<file path="src/rtl/silence_gate_ctrl.sv">
// Noise-gate controller: turns the detector's silence flag into a hold / fade-out /
// closed / fade-in gain sequence and applies that gain to the sample stream.
module silence_gate_ctrl #(
  parameter int DW           = 16,
  parameter int GAIN_W       = 8,
  parameter int HOLD_SAMPLES = 4410,
  parameter int RAMP_STEP    = 1
) (
  input  logic                     clk_i,
  input  logic                     rst_i,
  input  logic                     sample_tick_i,
  input  logic                     enable_i,
  input  logic                     silence_i,
  input  logic signed [DW-1:0]     data_i,
  output logic signed [DW-1:0]     data_o,
  output logic                     sample_tick_o,
  output logic [GAIN_W-1:0]        gain_o,
  output logic                     muted_o,
  output logic [2:0]               state_o
);

  localparam int PW = DW + GAIN_W;
  localparam logic [GAIN_W-1:0] GMAX      = '1;
  localparam logic [GAIN_W-1:0] STEP      = GAIN_W'(RAMP_STEP);
  localparam logic [15:0]       HOLD_LAST = 16'(HOLD_SAMPLES - 1);

  typedef enum logic [2:0] {
    S_OPEN     = 3'd0,
    S_HOLD     = 3'd1,
    S_FADE_OUT = 3'd2,
    S_CLOSED   = 3'd3,
    S_FADE_IN  = 3'd4
  } state_t;

  state_t              state;
  logic [GAIN_W-1:0]   gain;
  logic [15:0]         cnt;
  logic                muted;
  logic                state_legal;
  logic signed [PW-1:0] prod;

  assign state_o     = state;
  assign gain_o      = gain;
  assign muted_o     = muted;
  assign state_legal = (state <= S_FADE_IN);

  // Disable and illegal encodings act on every clock, not only on sample ticks.
  always_ff @(posedge clk_i or posedge rst_i) begin
    if (rst_i) begin
      state <= S_OPEN;
      gain  <= GMAX;
      cnt   <= '0;
      muted <= 1'b0;
    end else if (!enable_i || !state_legal) begin
      state <= S_OPEN;
      gain  <= GMAX;
      cnt   <= '0;
      muted <= 1'b0;
    end else if (sample_tick_i) begin
      case (state)
        S_OPEN: begin
          gain  <= GMAX;
          muted <= 1'b0;
          if (silence_i) begin
            state <= S_HOLD;
            cnt   <= '0;
          end
        end
        S_HOLD: begin
          if (!silence_i)             state <= S_OPEN;
          else if (cnt == HOLD_LAST)  state <= S_FADE_OUT;
          else                        cnt   <= cnt + 16'd1;
        end
        S_FADE_OUT: begin
          if (!silence_i) begin
            state <= S_FADE_IN;
          end else if (gain <= STEP) begin
            gain  <= '0;
            state <= S_CLOSED;
            muted <= 1'b1;
          end else begin
            gain <= gain - STEP;
          end
        end
        S_CLOSED: begin
          gain <= '0;
          if (!silence_i) begin
            state <= S_FADE_IN;
            muted <= 1'b0;
          end
        end
        S_FADE_IN: begin
          if (gain >= GMAX - STEP) begin
            gain  <= GMAX;
            state <= S_OPEN;
          end else begin
            gain <= gain + STEP;
          end
        end
        default: begin
          state <= S_OPEN;
          gain  <= GMAX;
          cnt   <= '0;
          muted <= 1'b0;
        end
      endcase
    end
  end

  // Product of signed sample and unsigned gain always fits in DW+GAIN_W bits.
  assign prod = PW'(data_i) * $signed(PW'(gain));

  always_ff @(posedge clk_i or posedge rst_i) begin
    if (rst_i) begin
      data_o        <= '0;
      sample_tick_o <= 1'b0;
    end else begin
      sample_tick_o <= sample_tick_i;
      if (sample_tick_i) begin
        if (!enable_i || gain == GMAX) data_o <= data_i;
        else                           data_o <= DW'(prod >>> GAIN_W);
      end
    end
  end

endmodule

</file>
<file path="config.mk">
export PLATFORM = sky130hd
export DESIGN_NAME = silence_gate_ctrl
export DESIGN_NICKNAME = d
export VERILOG_FILES = /design/src/rtl/silence_gate_ctrl.sv
export SDC_FILE = /design/constraint.sdc
export NUM_CORES = 1
export LEC_CHECK = 0
export CAP_MARGIN = 20
export CELL_PAD_IN_SITES_DETAIL_PLACEMENT = 2
export CELL_PAD_IN_SITES_GLOBAL_PLACEMENT = 2
export CORE_MARGIN = 10
export CORE_UTILIZATION = 38
export CTS_CLUSTER_DIAMETER = 80
export DETAILED_ROUTE_END_ITERATION = 16
export PLACE_DENSITY_LB_ADDON = 0.1
export SYNTH_ARGS = -nofsm -noshare
export SYNTH_HDL_FRONTEND = slang
export SYNTH_SLANG_ARGS = --single-unit
</file>
<file path="constraint.sdc">
create_clock -name clk_i -period 6.8 [get_ports clk_i]
set_clock_uncertainty 0.05 [all_clocks]
set_input_delay 1.36 -clock clk_i [delete_from_list [all_inputs] [get_ports clk_i]]
set_output_delay 1.36 -clock clk_i [all_outputs]
set_load 0.01 [all_outputs]
</file>
# After elaboration in Yosys (flattened, before gate mapping)
# Cells that the tools add are included.
[word_totals]
regBits = 45
word_cells = 72
[classes]
add_sub_neg = 3
mul = 1
n_lt_le_gt_ge = 3
n_eq_ne = 18
n_mux = 29
reduce_logical = 12
[op_table]
columns = ["operator", "count"]
rows = [
  ["2-to-1 mux 16 bit", 6],
  ["one-hot mux 16 bit (3 select lines)", 1],
  ["2-to-1 mux 8 bit", 5],
  ["one-hot mux 8 bit (4 select lines)", 1],
  ["2-to-1 mux 3 bit", 9],
  ["multiplier 16 x 9 -> 24 bit", 1],
  ["inequality test 3 bit, second input constant", 7],
  ["adder 16 x 1 -> 16 bit, second input constant", 1],
  ["equality test 16 x 13 -> 1 bit, second input constant", 1],
  ["one-hot mux 3 bit (5 select lines)", 1],
  ["AND reduction 5 bit", 2],
  ["adder 8 x 1 -> 8 bit, second input constant", 1],
  ["equality test 8 bit, second input constant", 1],
  [">= comparator 8 bit, second input constant", 1],
  ["less-or-equal comparator 8 x 1 -> 1 bit, second input constant", 1],
  ["inequality test 4 bit, second input constant", 2],
  ["subtractor 8 x 1 -> 8 bit, second input constant", 1],
  ["equality test 3 x 2 -> 1 bit, second input constant", 2],
  ["AND reduction 6 bit", 1],
  ["2-to-1 mux 1 bit", 5],
  ["inequality test 2 x 1 -> 1 bit, second input constant", 2],
  ["equality test 3 x 1 -> 1 bit, second input constant", 1],
  ["equality test 3 bit, second input constant", 1],
  ["less-or-equal comparator 3 bit, second input constant", 1],
  ["other kinds (9)", 11],
]

# Logic depth before layout (Yosys ltp)
[logic_depth]
ltp_word = 6
ltp_mapped = 20

# Worst setup path after synthesis
# Ideal clock, no wire load.
[synth_timing]
kind = "input to register"
from = "in data_i[11]"
to = "reg data_o[11]"
setup_time_ns = 0.131
t_arrival_ns = 5.704
setup_slack_ns = 0.914
path_stages = 17
path_buffers = 2
path_cell_list = "clkbuf_1 > nand2_1 > fa_1 > inv_1 > fa_1 > fa_1 > inv_1 > fa_1 > inv_1 > ha_1 > clkdlybuf4s50_2 > nand2_1 > nor2_1 > nand2_1 > o221a_4 > and4_4 > or3_1"
[synth_between]
elab_chain_len = 2
[synth_lines]
columns = ["element", "line_no", "source"]
rows = [
  ["start, declared", "14", "input logic signed [DW-1:0] data_i,"],
  ["multiplier 16 x 9 -> 24 bit", "111", "assign prod = PW'(data_i) * $signed(PW'(gain));"],
  ["2-to-1 mux 16 bit (*)", "120", "if (!enable_i || gain == GMAX) data_o <= data_i;"],
  ["end signal, assigned", "120", ""],
  ["end signal, assigned", "121", "else data_o <= DW'(prod >>> GAIN_W);"],
  ["end, declared", "15", "output logic signed [DW-1:0] data_o,"],
]
# Mark *: on every way between the ends. The rest lies on a longest branch, timed or not.
# A chain may end at the register's enable or synchronous reset.

# Final worst setup path
[layout_timing]
from = "in data_i[5]"
to = "reg data_o[9]"
[layout_between]
elab_chain_len = 2
[layout_lines]
columns = ["element", "line_no"]
rows = [
  ["multiplier 16 x 9 -> 24 bit", "111"],
  ["2-to-1 mux 16 bit", "120"],
]
# No other way between the ends.

==> reports/qor.txt <==
grt ovf: 0
crit-path max FO: 9
CORE AREA: 19400 um2
setup TNS: 0 ns
Post-synth EDFFs: 0
Die W: 160.3 um
I/O Buffers: 49
reg-to-reg endpoint: data_o[9]$_DFFE_PP0P_
most instantiated library cell after synthesis: inv_1
largest net degree at the start of global routing: 47
Seq/Total Area, Yosys: 15.19%
Synth top cells by count: 158 x inv_1, 104 x nand2_1, 99 x fa_1, 58 x and2_1, 49 x ha_1
TritonCTS Buffers: 5
Max Slew Vio Count: 0
max frequency: 0.1557 GHz
worst reg2reg startpoint: gain_o[4]$_DFFE_PP1P_
most used cell, CP: fa_1
Avg Cell Area, Syn: 8.320 um2
H-tree level count: 2
antenna violations before repair: 0
top_reg_cell synth: dfrtp_1
ANT cells: 0
Critical Path End Type: flop
Yosys top cell area share: 26.50%
DR pass1 iterations: 4
vias per inst: 5.403
Critical Path AT: 6.55 ns
synth warn: 0
CP Depth: 16
synthesized flop and latch total: 45
CTS sink cnt: 45
synthesized area: 7480 um2
DRT antenna net count: 0
CTS tree: done
delay-heaviest family, CP: adder cells
Hold Fails Final Rpt: 0
status: finished clean
# DRC: 0
R2R depth: 15
Worst Tran Pin Value: 0.7161 ns
critical path, cell by cell: clkdlybuf4s50_1, nand2_1, fa_1, fa_1, inv_1, fa_1, inv_1, fa_1, inv_1, ha_1, and2_2, a2111oi_4, a211o_1, o21ai_1, and4b_1, or3_1
Skew-Pair Late Insertion Delay: 0.30 ns
Final setup viols: 0
data required time of the worst path: 6.92 ns
area leader, netlist: fa_1
Detailed Place HPWL: 19220 um
top cells by area, synth: fa_1 26%, dfrtp_1 12%, ha_1 8.2%
Setup Fix Bufs, Post-CTS: 0
Hold Path Origin: data_o[0]$_DFFE_PP0P_
number of DRC markers in iteration 0: 196
unrepaired setup endpoints after global routing: no
Worst path max stage delay: 0.81 ns
GP Congestion: 0.8196
Worst setup endpoint: data_o[9]$_DFFE_PP0P_
Worst Setup SP: data_i[5]
Hold Crit Class: reg2reg
Resized Gates After CTS: 0
final WL: 24700 um
Worst Hold Slack: 0.4397 ns
Mapped Nets: 1068
synth unique cells: 72
Site Rows: 51
Mapped Cells: 899
Buf+Inv Stages, Crit Path: 4
Routed WL per cell: 20.84 um
Setup crit start kind: primary input
Filler cells: 2216
CTS max path bufs: 2
aggregate global-route resource usage: 19.77%
Die Ht: 160.3 um
Initial Util: 38.56%
Slew headroom: 52.26%
first-pass GRT wire length: 41410 um
R2R Setup Slk: 1.15 ns
WS Path Type: in2reg
Vias: 6403
fin crit share: 94.47%
share of cells above drive strength 1: 6.087%
hold_buf cts: 0
die area: 25690 um2
CP max stage cell: clkdlybuf4s50_1
max capacitance violation total: 0
IO Count: 50
vias in the first global route: 7477
clock root buffer: clkbuf_16
Tmin final: 6.424 ns
Area Growth Syn to Fin: 11.61%
Reg clk slew, reported paths: 0.07 ns
Final nets: 1088
Async SR Flop Fraction: 100.0%
## final cells by class
class,count,area (um2),area share [%]
clock buffers,6,128.9,1.544
clock inverters,2,38.79,0.4646
inverters,158,593.1,7.104
multi-input cells,640,5466,65.48
flip-flops and latches,45,1136,13.61
well taps,265,331.6,3.972
repair buffers,69,653.1,7.824
## layout by cell type (no fill, tap or decap), types with 6 or more instances in the layout
cell             Yosys  final
clkdlybuf4s50_1      0     49
nand4_1             12     12
inv_1              158    157
and3_1               7      7
nand3_1             32     32
and2_1              58     58
ha_1                49     49
dfstp_2              8      8
buf_4                3     19
nor2b_1              9      9
dfrtp_1             37     37
a21oi_1             28     28
nand2_1            104    104
fa_1                99     99
o221ai_1             6      6
mux2i_1              7      7
a31oi_1              6      6
o21ai_0             41     41
nor2_1              42     42
nor3_1              11     11
o31ai_1             10     10
nand2b_1             8      8
xnor2_1             13     13
and2_2               7      7
## layer usage
layer,track usage [%],vias up,share of wire (%)
met5,0,-,0
met1,25.42,3373,46
met3,1.968,16,2.0
li1,-,2949,-
met2,35.58,65,51
met4,3.172,0,0.95
## sequential cells by signal (all words and copies together) (netlist names)
signal and flops:
sample_tick_o 1, gain_o 8, data_o 16, cnt 16, muted_o 1, state_o 3
## per-stage QoR
stage	cells	worst slack (ns)	instance area (um2)	util, %
6_report	1185	0.3759	8348	43.03
5_1_grt	1185	0.08085	8348	43.03
4_1_cts	1184	0.3708	8328	42.93
3_5_place_dp	1176	0.06932	8160	42.07
3_3_place_gp	1176	0.2825	8160	42.07
2_1_floorplan	899	0.9144	7480	-
## worst min-delay path by stage
stage               cells after the start  slack, ns                    end
finish                                  2       0.44  data_o[0]$_DFFE_PP0P_
global route                            1       0.50    cnt[14]$_DFFE_PP0P_
CTS                                     2       0.45  data_o[0]$_DFFE_PP0P_
detailed placement                      2       0.43  data_o[0]$_DFFE_PP0P_
global placement                        1       0.44     cnt[3]$_DFFE_PP0P_
floorplan                               1       0.41    cnt[14]$_DFFE_PP0P_
## kinds of logic after synthesis
kind of cell	synth area share, %
AO/OA/AOI/OAI	12.86
XOR/XNOR	1.991
adder cells (fa/ha/maj)	34.69
buffers and inverters	11.73
flip-flops	15.19
multiplexers	1.238
AND/OR/NAND/NOR	22.30
## tightest hold or removal path, cell delays in order (launching register included)
cell	delay (ns)
dfrtp_1	0.34
nand2b_1	0.06
nand3_1	0.06
Power is not shown: default switching activity piles up to over one toggle a cycle in this logic, so the estimate is an artifact.
